**config.mk**
```make
export PLATFORM = sky130hd
export DESIGN_NAME = psi_chunk_sched
export DESIGN_NICKNAME = d
export VERILOG_FILES = /design/src/rtl/psi_pkg.sv /design/src/rtl/psi_and_core.sv /design/src/rtl/psi_chunk_sched.sv
export SDC_FILE = /design/constraint.sdc
export NUM_CORES = 1
export LEC_CHECK = 0
export BUFFER_PORTS_ARGS = -buffer_cell sky130_fd_sc_hd__buf_4
export CAP_MARGIN = 30
export CORE_MARGIN = 3
export CORE_UTILIZATION = 40
export DETAILED_ROUTE_END_ITERATION = 10
export PLACE_DENSITY = 0.68
export SLEW_MARGIN = 20
export SYNTH_ARGS = -nofsm -noshare
export SYNTH_HDL_FRONTEND = slang
export SYNTH_SLANG_ARGS = --single-unit
```
**constraint.sdc**
```tcl
create_clock -name clk -period 5.55 [get_ports clk]
set_clock_uncertainty 0.05 [all_clocks]
set_input_delay 0.2775 -clock clk [delete_from_list [all_inputs] [get_ports clk]]
set_output_delay 0.2775 -clock clk [all_outputs]
set_load 0.005 [all_outputs]
```
**src/rtl/psi_pkg.sv**
```systemverilog
`default_nettype none
// ============================================================================
// Module      : psi_pkg
// Description : Shared types and helpers for the chunked PSI scheduler and
//               its slice-reducer core (state encoding, sizing, popcount).
// Revision    : 1.0 - initial release
// ============================================================================
package psi_pkg;

  typedef enum logic [1:0] {
    IDLE = 2'd0,
    RUN  = 2'd1,
    LAST = 2'd2,
    DONE = 2'd3
  } state_t;

  // Widest chunk the popcount helper is sized for.
  localparam int MAX_CW = 32;

  // Number of chunks in a W-bit job.
  function automatic int nc(input int w, input int cw);
    return w / cw;
  endfunction

  // Width that holds a popcount of 0..w without wrapping.
  function automatic int card_w(input int w);
    return $clog2(w + 1);
  endfunction

  // Chunk index width; a single-chunk job still needs one bit.
  function automatic int idx_w(input int n);
    return (n > 1) ? $clog2(n) : 1;
  endfunction

  // Popcount of a chunk, zero-extended into the MAX_CW-wide argument.
  function automatic int unsigned popcount(input logic [MAX_CW-1:0] v);
    int unsigned cnt;
    cnt = 0;
    for (int i = 0; i < MAX_CW; i++) begin
      cnt = cnt + {31'd0, v[i]};
    end
    return cnt;
  endfunction

endpackage
`default_nettype wire

```
**src/rtl/psi_and_core.sv**
```systemverilog
`default_nettype none
// ============================================================================
// Module      : psi_and_core
// Description : Combinational reducer over N party slices of CW bits.
//               Default: strict N-way AND. With PSI_THRESH_EN defined, a
//               result bit is set when at least T of the N party bits are 1.
// Macro       : PSI_THRESH_EN (adds parameter T, default N)
// Revision    : 1.0 - initial release
// ============================================================================
module psi_and_core #(
  parameter int N  = 4,
  parameter int CW = 4
`ifdef PSI_THRESH_EN
  ,
  parameter int T  = N
`endif
) (
  input  logic [N*CW-1:0] i_slices,
  output logic [CW-1:0]   o_result
);

`ifdef PSI_THRESH_EN
  localparam int C_CNT_W = $clog2(N + 1);

  for (genvar b = 0; b < CW; b++) begin : g_bit
    logic [C_CNT_W-1:0] w_cnt;

    // Count how many parties hold this bit position.
    always_comb begin
      w_cnt = '0;
      for (int p = 0; p < N; p++) begin
        w_cnt = w_cnt + C_CNT_W'(i_slices[p*CW+b]);
      end
    end

    assign o_result[b] = (int'(w_cnt) >= T);
  end
`else
  // Bitwise AND across every party slice.
  always_comb begin
    o_result = '1;
    for (int p = 0; p < N; p++) begin
      o_result = o_result & i_slices[p*CW +: CW];
    end
  end
`endif

endmodule
`default_nettype wire

```
**src/rtl/psi_chunk_sched.sv**
```systemverilog
`default_nettype none
// ============================================================================
// Module      : psi_chunk_sched
// Description : Streams a W-bit, N-party PSI job through a CW-bit reducer,
//               one chunk per accepted beat. Registers each chunk result
//               behind a valid/ready output stage and accumulates the
//               running cardinality of emitted intersection bits.
// Macro       : PSI_THRESH_EN (threshold reducer, adds parameter T)
// Revision    : 1.0 - initial release
// ============================================================================
module psi_chunk_sched
  import psi_pkg::*;
#(
  parameter int W  = 16,
  parameter int N  = 4,
  parameter int CW = 4
`ifdef PSI_THRESH_EN
  ,
  parameter int T  = N
`endif
) (
  input  logic                     clk,
  input  logic                     rst,
  input  logic                     start,
  input  logic                     in_valid,
  output logic                     in_ready,
  input  logic [N*CW-1:0]          in_chunk,
  output logic                     out_valid,
  input  logic                     out_ready,
  output logic [CW-1:0]            out_chunk,
  output logic [$clog2(W+1)-1:0]   card,
  output logic                     busy,
  output logic                     done
);

  localparam int C_NC     = nc(W, CW);
  localparam int C_CARD_W = card_w(W);
  localparam int C_IDX_W  = idx_w(C_NC);
  localparam logic [C_IDX_W-1:0] C_IDX_LAST = C_IDX_W'(C_NC - 1);

  state_t                r_state;
  logic [C_IDX_W-1:0]    r_idx;
  logic                  r_out_valid;
  logic [CW-1:0]         r_out_chunk;
  logic [C_CARD_W-1:0]   r_card;

  logic [CW-1:0]         w_result;
  logic [C_CARD_W-1:0]   w_pop;
  logic                  w_in_ready;
  logic                  w_accept;

  psi_and_core #(
    .N  (N),
    .CW (CW)
`ifdef PSI_THRESH_EN
    ,
    .T  (T)
`endif
  ) u_core (
    .i_slices (in_chunk),
    .o_result (w_result)
  );

  // Popcount is zero-extended to card width before accumulation.
  assign w_pop      = C_CARD_W'(popcount(MAX_CW'(w_result)));

  // The output stage can take a new chunk when empty or being drained.
  assign w_in_ready = (r_state == RUN) && (!r_out_valid || out_ready);
  assign w_accept   = in_valid && w_in_ready;

  // Scheduler FSM: chunk index, output register and cardinality accumulator.
  always_ff @(posedge clk or posedge rst) begin
    if (rst) begin
      r_state     <= IDLE;
      r_idx       <= '0;
      r_out_valid <= 1'b0;
      r_out_chunk <= '0;
      r_card      <= '0;
    end else begin
      case (r_state)
        IDLE: begin
          if (start) begin
            r_state     <= RUN;
            r_idx       <= '0;
            r_card      <= '0;
            r_out_valid <= 1'b0;
          end
        end
        RUN: begin
          if (w_accept) begin
            r_out_chunk <= w_result;
            r_out_valid <= 1'b1;
            r_card      <= r_card + w_pop;
            if (r_idx == C_IDX_LAST) begin
              r_idx   <= '0;
              r_state <= LAST;
            end else begin
              r_idx   <= r_idx + 1'b1;
            end
          end else if (out_ready) begin
            r_out_valid <= 1'b0;
          end
        end
        LAST: begin
          if (r_out_valid && out_ready) begin
            r_out_valid <= 1'b0;
            r_state     <= DONE;
          end
        end
        DONE: begin
          r_state <= IDLE;
        end
        default: begin
          r_state <= IDLE;
        end
      endcase
    end
  end

  assign in_ready  = w_in_ready;
  assign out_valid = r_out_valid;
  assign out_chunk = r_out_chunk;
  assign card      = r_card;
  assign busy      = (r_state != IDLE);
  assign done      = (r_state == DONE);

endmodule
`default_nettype wire

```
==> impl_metrics.yaml <==
clocking:
  clkSlewWorstSetupHoldPaths_ps: 80
  cts_sinks: 14
  cts.repair.resized: 0
  cts-root-buf: "clkbuf_4"
  cts_buffer_depth: 2
  insertion_delay_ps: 280
  cts.htree.levels: 1
  post_cts_buffers: 0
  numCtsBuffers: 3
  cts_tree: "done"
floorplan:
  dieArea_um2: 2798
  dieWidth_um: 52.90
  row_count: 16
  pin_count: 34
  core-area_um2: 2022
  dieHeight_um: 52.90
  start_util_pct: 43.50
global_route:
  antenna_found_initial: 0
  grt_pass1_vias: 770
  grt_overflow: 0
  grt_first_pass_wirelength_mm: 3.353
  grt_max_degree: 15
  grt_usage_pct: 16.52
route:
  vias: 745
  wl_mm: 1.965
  drt-initial-drc-count: 14
  wl_per_cell_um: 13.46
  drtAntennaViolNets: 0
  drc: 0
  dr.pass1.iters: 5
  viasPerCell: 5.103
sta:
  hold_viol: 0
  rsz0062_at_grt: "false"
  slew_viol_final: 0
  period_needed_ps: 2442
  setup_viol: 0
  tightestPinTransition_ps: 547.1
  clock.fmax_mhz: 409.5
  tns_ps: 0
  setup_ws_ps: 3108
  slew-limit-headroom_pct: 63.49
  post-route-period-util_pct: 44.00
power:
  comb_power_share_pct: 50.7
  ir_drop_uv: 224.1
  p_clk_share_pct: 15.5
  intPower_uw: 292.1
  p_per_area_nw_per_um2: 383.8
  p_seq_share_pct: 33.8
  swShare_pct: 36.72
  power.leakage_uw: 0.0006269
  p_sw_uw: 169.5
placement:
  place_ws_ps: 2926
  hpwl_mm: 1.654
  io_buffer_count: 33
  placedCellCount: 141
  place_congestion: 0.7465
logic_synthesis:
  syn_area_um2: 879.6
  synth_ff_type: "dfrtp_1"
  syn_nets: 112
  async_flop_share_pct: 100.0
  ys_seq_area_share_pct: 39.83
  yosysWarnings: 0
  ys_ff_latch: 14
  avgSynthCellArea_um2: 10.73
  synth.distinct_cells: 34
  synthCells: 82
  synth_edf_count: 0
status:
  outcome: "complete, no violations"
final_layout:
  fin_cells: 146
  layout_commonest_cell: "buf_4"
  drive_gt1_share_pct: 39.50
  nets: 150
  syn2layout_area_growth_pct: 36.70
  diodes: 0
  layout_common_cells: "buf_4 (33), dfrtp_1 (14), inv_1 (10)"
min_path:
  min-delay-start: "in_valid"
  hold_class: "input port to flop"
worst_setup_path:
  critPathRequiredTime_ps: 5660
  cp_slowest_cell: "fa_1"
  path_common_cell: "fa_1"
  max_stage_delay_ps: 570
  crit_chain: "fa_1 -> fa_1 -> inv_1 -> fa_1 -> nor2b_1 -> nand4_1 -> a311o_1"
  crit_type: "flop to flop"
  endpoint_kind: "flop"
  start_kind: "flop"
  crit_path_start: "card[0]"
  cp.arrival_ps: 2560
  crit_fanout: 3
  worstReg2RegStart: "card[0]"
flow_run:
  maxCapViolations: 0
repair_timing:
item                       CTS  global route
setup endpoints to repair    0             0
hold buffers                 1             0
hold endpoints to repair     8             0
state kept, by name (all words and copies together) (netlist names):
signal / flops
out_valid: 1
card: 5
out_chunk: 4
r_idx: 2
r_state: 2
layout make-up:
cell class	instances	area (µm²)
well taps	27	33.78
flip-flops and latches	14	350.3
repair buffers	34	257.7
multi-input cells	56	483.0
fillers	187	819.5
clock buffers	4	36.28
inverters	11	41.29
path summary, 6_finish.rpt:
kind / slack (ps) / depth (start not counted) / end
worst max-delay path: 3110 / 7 / card[4]
worst min-delay path: 370 / 4 / out_valid
worst max register to register: 3110 / 7 / card[4]
min in group asynchronous: 550 / 3 / card[0]
worst min register to register: 460 / 1 / out_chunk[2]
max in group asynchronous: 4540 / 3 / out_chunk[0]
kinds of logic (layout without fill, tap and decap cells):
family	Yosys count	after routing	share of synthesized area, %
simple gates	25	25	17.07
flops	14	14	39.83
compound gates	13	13	10.95
buf+inv	12	49	5.263
fa+ha+maj	9	9	15.36
mux	9	9	11.52
critical path: cells and delay by family (launching register included):
kind	cells	cell delay [ps]
buffers and inverters	1	60
flip-flops	1	420
AND/OR/NAND/NOR	2	310
AO/OA/AOI/OAI	1	370
adder cells (fa/ha/maj)	3	1120
synth_stat cells, types with 2 or more instances:
cell / instances / area (µm²)
a21o_1: 2 / 15.01
and4_1: 4 / 35.03
dfrtp_1: 14 / 350.3
fa_1: 3 / 60.06
ha_1: 6 / 75.07
inv_1: 10 / 37.54
mux2_2: 4 / 45.04
mux2i_1: 3 / 30.03
nand2_1: 6 / 22.52
nor2_1: 2 / 7.510
nor4_1: 3 / 18.77
o21ai_0: 3 / 15.01
metrics by stage:
| step | cell area (µm²) | power [µW] | hold WS [ps] | util, % |
|---|---|---|---|---|
| floorplan | 879.6 | 304.9 | 116.7 | - |
| global placement | 1156 | 386.9 | 307.0 | 57.18 |
| detailed placement | 1156 | 394.3 | 305.7 | 57.18 |
| CTS | 1202 | 468.7 | 360.2 | 59.47 |
| global route | 1202 | 502.8 | 394.1 | 59.47 |
| finish | 1202 | 461.5 | 365.3 | 59.47 |
power groups by stage:
stage / clock, µW / sequential (µW) / combinational [µW]
2_1_floorplan: 0 / 155 / 150
5_1_grt: 79.7 / 161 / 262
6_report: 71.6 / 156 / 234
3_3_place_gp: 0 / 156 / 231
4_1_cts: 74.4 / 156 / 238
3_5_place_dp: 0 / 158 / 236
per-layer routing:
layer,track usage (%),vias to the layer above,share of wire (%)
met1,18.69,354,39
met3,5.070,2,4.6
li1,-,369,-
met4,6.383,0,1.4
met5,0,-,0
met2,28.72,20,55
Note: power is estimated with default switching activity, not from simulation.
